## src/rtl/s420_cfg_feeder.sv

```systemverilog
// Serial compare-word loader and run controller feeding the s420 counter core.
// A shadow register double-buffers the next word while the current run counts.
//
// state | meaning
// IDLE  | P0 low, C holds last committed word, waiting for a commit
// RUN   | P0 follows ~HALT; counts enabled cycles down to termination
module s420_cfg_feeder #(
    parameter int CW  = 17,
    parameter int RLW = 8
) (
    input  logic           CK,
    input  logic           RN,
    input  logic           SI,
    input  logic           SV,
    output logic           SR,
    input  logic           GO,
    input  logic [RLW-1:0] RUN_LEN,
    input  logic           HALT,
    input  logic           STOP,
    output logic [CW-1:0]  C,
    output logic           P0,
    output logic           BUSY,
    output logic           DONE
);

    typedef enum logic {IDLE, RUN} state_t;

    localparam int BW = $clog2(CW + 1);
    localparam logic [BW-1:0] LAST_BIT = BW'(CW - 1);

    state_t         state;
    logic [CW-1:0]  shadow;
    logic [BW-1:0]  bitcnt;
    logic           full;
    logic [RLW-1:0] cnt;
    logic           free;
    logic           commit;

    assign commit = GO & full & ~STOP;
    assign SR     = ~full;
    assign BUSY   = (state == RUN);

    always_ff @(posedge CK or negedge RN) begin
        if (!RN) begin
            state  <= IDLE;
            shadow <= '0;
            bitcnt <= '0;
            full   <= 1'b0;
            cnt    <= '0;
            free   <= 1'b0;
            C      <= '0;
            P0     <= 1'b0;
            DONE   <= 1'b0;
        end else begin
            DONE <= 1'b0;

            // Shift only while the shadow has room; a full shadow freezes until committed.
            if (SV && !full) begin
                shadow <= {SI, shadow[CW-1:1]};
                if (bitcnt == LAST_BIT) begin
                    full   <= 1'b1;
                    bitcnt <= '0;
                end else begin
                    bitcnt <= bitcnt + 1'b1;
                end
            end

            case (state)
                IDLE: begin
                    P0 <= 1'b0;
                    if (commit) begin
                        C     <= shadow;
                        full  <= 1'b0;
                        cnt   <= RUN_LEN;
                        free  <= (RUN_LEN == '0);
                        state <= RUN;
                        P0    <= ~HALT;
                    end
                end
                RUN: begin
                    if (STOP) begin
                        state <= IDLE;
                        P0    <= 1'b0;
                    end else if (commit) begin
                        C     <= shadow;
                        full  <= 1'b0;
                        cnt   <= RUN_LEN;
                        free  <= (RUN_LEN == '0);
                        P0    <= ~HALT;
                    end else if (P0 && !free && cnt == RLW'(1)) begin
                        state <= IDLE;
                        P0    <= 1'b0;
                        DONE  <= 1'b1;
                        cnt   <= '0;
                    end else begin
                        // Only cycles where the core actually counted consume run length.
                        if (P0 && !free)
                            cnt <= cnt - 1'b1;
                        P0 <= ~HALT;
                    end
                end
                default: state <= IDLE;
            endcase
        end
    end

endmodule

```

## config.mk

```make
export PLATFORM = sky130hd
export DESIGN_NAME = s420_cfg_feeder
export DESIGN_NICKNAME = d
export VERILOG_FILES = /design/src/rtl/s420_cfg_feeder.sv
export SDC_FILE = /design/constraint.sdc
export NUM_CORES = 1
export LEC_CHECK = 0
export ABC_AREA = 1
export CAP_MARGIN = 20
export CORE_MARGIN = 3
export CORE_UTILIZATION = 45
export DETAILED_ROUTE_END_ITERATION = 6
export DONT_BUFFER_PORTS = 1
export PLACE_DENSITY = 0.63
export SYNTH_ARGS = -nofsm -noshare
export SYNTH_HDL_FRONTEND = slang
export SYNTH_SLANG_ARGS = --single-unit
```

## constraint.sdc

```tcl
create_clock -name CK -period 1.2 [get_ports CK]
set_input_delay 0.24 -clock CK [delete_from_list [all_inputs] [get_ports CK]]
set_output_delay 0.24 -clock CK [all_outputs]
set_load 0.05 [all_outputs]
```

# --- After elaboration in Yosys (flattened, before gate mapping) ---
# Index checks and enable logic that the tools add are counted.
op_classes:
  div: 0
  reduce_logical: 7
  magnitude_cmp: 0
  bitwise_logic: 6
  shifts: 0
  eq_ne: 5
  mul: 0
  addsub: 2
  mux: 32
op_table:
  columns: ["cell", "n"]
  rows:
  - ["$mux W8", 5]
  - ["$mux W17", 2]
  - ["$pmux W17 S2", 1]
  - ["$mux W1", 18]
  - ["$pmux W8 S2", 1]
  - ["$eq A8 B1 Y1 const B", 1]
  - ["$logic_not A8 Y1", 1]
  - ["$pmux W1 S2", 4]
  - ["$sub A8 B1 Y8 const B", 1]
  - ["$add A5 B1 Y5 const B", 1]
  - ["$eq A5 B5 Y1 const B", 1]
  - ["$mux W5", 1]
  - ["$ne A2 B2 Y1 const B", 2]
  - ["$ne A4 B1 Y1 const B", 1]
  - ["$not A1 Y1", 4]
  - ["$logic_and A1 B1 Y1", 3]
  - ["$reduce_and A3 Y1", 1]
  - ["$and A1 B1 Y1", 2]
  - ["$logic_not A1 Y1", 2]
word_totals:
  latch_bits: 0
  ramBits: 0
  reg_bits: 52
  word_cells: 61
  output_inout_bits: 21
  memories: 0
  romBits: 0

# --- Logic depth before layout (Yosys ltp) ---
logic_depth:
  depth_word: 7
  mapped_depth: 9

# --- Least setup slack after synthesis ---
# No wires, ideal clock.
synth_timing:
  path_kind: "flip-flop to flip-flop"
  start: "register state, in the netlist BUSY"
  end: "register cnt[7]"
  slack_ps: -312
  stages_incl_launch_ff: 7
  period_less_slack_ps: 1512
  arrival_ps: 1395
  required_ps: 1083
  setup_time_ps: 117
  path_cell_list: "dfrtp_1 nand2_1 o21ai_4 buf_6 nand2_2 nor2_1 nor2_1"
synth_via:
  elab_chain_len: 3
synth_rtl:
  columns: ["element", "line", "text"]
  rows:
  - ["start, declared", "31", "state_t state;"]
  - ["start signal, assigned", "45", "state <= IDLE;"]
  - ["start signal, assigned", "76", "state <= RUN;"]
  - ["start signal, assigned", "82", "state <= IDLE;"]
  - ["$not A1 Y1", null, null]
  - ["$ne A2 B2 Y1 (no source line)", null, null]
  - ["$reduce_and A3 Y1 (no source line)", null, null]
  - ["end signal, assigned", "98", "cnt <= cnt - 1'b1;"]
  - ["end, declared", "35", "logic [RLW-1:0] cnt;"]
# Several ways; a longest one is shown, not always the timed one.
# A chain may end at the register's enable or synchronous reset.

# --- Worst setup path after layout ---
layout_timing:
  start: "register full"
  end: "output SR"
layout_via:
  elab_chain_len: 1
layout_rtl:
  columns: ["element", "line", "text"]
  rows:
  - ["start, declared", "34", "logic full;"]
  - ["start signal, assigned", "48", "full <= 1'b0;"]
  - ["start signal, assigned", "61", "full <= 1'b1;"]
  - ["start signal, assigned", "73", "full <= 1'b0;"]
  - ["$not A1 Y1", "40", "assign SR = ~full;"]
  - ["end, declared", "15", "output logic SR,"]
# No other way between the ends.

==> summary.txt <==
Synth
  – Syn_nets: 294
  – Post-synth EDFFs: 0
  – Synth top area cells: dfrtp_1 (55%), nand2_1 (10%), o21ai_0 (8.2%), inv_1 (5.7%), nor2_1 (3.8%)
  – Synthesis Warnings: 0
  – Post-Synthesis Cells: 275
  – Distinct cells, synth: 28
  – Synthesized area per cell: 8.64 µm²
  – Area leader, netlist: dfrtp_1
  – Synth Cell Area: 2370 µm²
  – Synth cell count leaders: nand2_1 (66), dfrtp_1 (52), o21ai_0 (39)
  – Asr flop ratio synth: 100%
  – Main synth FF type: dfrtp_1
  – Top-count cell post-synth: nand2_1
  – Top-area cell type share of the netlist area: 54.8%
  – Seq/Total Area, Yosys: 54.8%
  – Synth Register Bits: 52

Route
  – Avg Vias per Cell: 4.74
  – Initial DRC Count: 100
  – WL final: 4490 µm
  – Wire per inst: 12.1 µm
  – Routed vias: 1,752
  – # DRC: 0
  – Drt first pass iters: 6
  – Number of routed nets with antenna violations: 0

Global route
  – GRT overflow: 0
  – GRT Max-Usage Layer: met2
  – GRT Util Overall: 15.4%
  – Pin count of the biggest net entering global routing: 53
  – Met3 Usage GRT: 5.16%
  – First-pass GRT wire length: 7600 µm
  – Vias in the first global route: 1,623
  – M1 GR Usage: 21.4%
  – Met2 Usage GRT: 23.3%
  – Initial antenna violation count: 0

Placed design
  – Routability cong.: 0.830
  – Post-DP HPWL: 3210 µm
  – I/O Buffers: 0

Clock network
  – CTS root buf: clkbuf_8
  – CTS tree: yes
  – Deepest level of the CTS H-tree: 2
  – Deepest clock path buffer count: 2
  – Clock transition at path regs: 0.09 ns
  – Cts bufs inserted: 5
  – Worst skew pair latency: 0.30 ns
  – Clk sinks: 52

Critical path
  – CP delay by family, top: flip-flops
  – Crit Path Max Fanout: 2
  – CP cell instances: buf_6 -> inv_8 -> buf_8
  – Setup CP Type: register to primary output
  – CP max-delay cell: dfrtp_1
  – Crit path required time: 0.96 ns
  – Arrival time worst endpoint: 1.03 ns
  – Crit. End Element: primary output
  – Setup crit start kind: register
  – CP bufs+invs: 3
  – Worst path max stage delay: 0.41 ns

Timing
  – Clock Skews: 0.0101 ns
  – Final setup vio count: 9
  – Period minus WS final: 1.27 ns
  – Final worst setup slack: -0.0745 ns
  – Period utilization: 106%
  – Worst-margin pin slew: 0.439 ns
  – Max Freq: 785 MHz
  – Fin. Hold Viols: 52
  – Max-slew violations: 0
  – RSZ-0062 raised after global routing: yes
  – Worst hold margin: -0.382 ns
  – Rel. slew slack: 70.7%

Run status
  – Status: finished, violations left
  – Failing checks: hold timing, setup timing

Finish
  – Final net count: 321
  – ANT cells: 0
  – Final Util: 58.8%
  – Layout cells sized above 1: 29.7%
  – Layout area overhead: 21.7%

Power and ir drop
  – Pwr dens: 2580 nW/µm²
  – Leakage dissipation: 1.35 nW
  – Peak supply drop: 1.41 mV
  – Pwr Total: 7.45 mW

Floorplanning
  – Top Ports: 36
  – Chip height: 78.6 µm
  – Chip Width: 78.6 µm
  – Die area: 6190 µm²
  – Core Area: 4910 µm²
  – Num rows: 25
  – Initial core utilization: 48.4%

Job
  – Max-Cap Viols: 0

Worst hold path
  – Hold Path Class: input port to asynchronous set/reset pin
## layout make-up
type,count,area [µm²]
fill,435,2020
sequential,52,1320
multi-input combinational,175,978
inverter,40,160
clock inverter,3,21.3
tap,67,83.8
clock buffer,5,68.8
timing repair buffer,28,254
## sequential cells by signal, summed over array words and instances (netlist names)
register and flops:
DONE 1, full 1, bitcnt 5, P0 1, C 17, free 1
cnt 8, BUSY 1, shadow 17
## stage by stage
stage               setup TNS, ns  cell area [µm²]  worst slack (ns)  std cells
floorplan                  -0.195             2380           -0.0722        275
global placement           -0.302             2630           -0.0780        358
detailed placement         -0.758             2630            -0.126        358
CTS                        -0.321             2800           -0.0905        366
global route                -1.08             2890            -0.126        370
finish                     -0.207             2890           -0.0745        370
## repair_timing
item / CTS / global route
buffers inserted: 0 / 4
setup endpoints to repair: 27 / 18
hold endpoints to repair: 52 / 52
pin swaps: 3 / 8
gates resized for setup: 31 / 20
## worst paths after layout
path	from	endpoint	slack [ns]	cells past startpoint
setup / recovery	full$_DFF_PN0_	SR	-0.07	3
hold / removal	RN	BUSY$_DFF_PN0_	-0.38	0
setup reg to reg	full$_DFF_PN0_	cnt[4]$_DFFE_PN0P_	-0.03	7
hold reg to reg	shadow[11]$_DFFE_PN0N_	shadow[11]$_DFFE_PN0N_	0.49	2
max in group asynchronous	RN	C[0]$_DFFE_PN0P_	1.48	0
min in group CK	SI	shadow[16]$_DFFE_PN0N_	0.06	2
## per-layer routing
layer | up-vias | share of wire [%]
li1 | 920 | -
met1 | 794 | 47
met2 | 32 | 46
met3 | 6 | 5.3
met4 | 0 | 0.98
met5 | - | 0
## where the power goes
group,total (mW),switching (mW),internal [mW]
Combinational,2.62,1.45,1.17
Clock,0.976,0.562,0.414
Sequential,3.85,1.30,2.55
## layout by cell type, fill, tap and decap left out, drive strengths merged
cell type,n
nor3,1
nand3,13
nand4,4
buf,28
xor2,2
nor2,26
and2,1
nand2,70
o21bai,1
xnor2,1
nor3b,1
dfrtp,52
clkinvlp,1
a21oi,7
o21a,1
nor4,2
clkbuf,5
inv,41
o211ai,1
ha,4
o21ai,40
clkinv,1
## cell families after synthesis
| group | after synthesis | synth area share, % |
|---|---|---|
| flops | 52 | 54.8 |
| buf+inv | 48 | 8.38 |
| xor+xnor | 3 | 1.11 |
| simple gates | 118 | 21.7 |
| fa+ha+maj | 4 | 2.11 |
| compound gates | 50 | 12.0 |
Note: power is estimated with default switching activity, not from simulation.
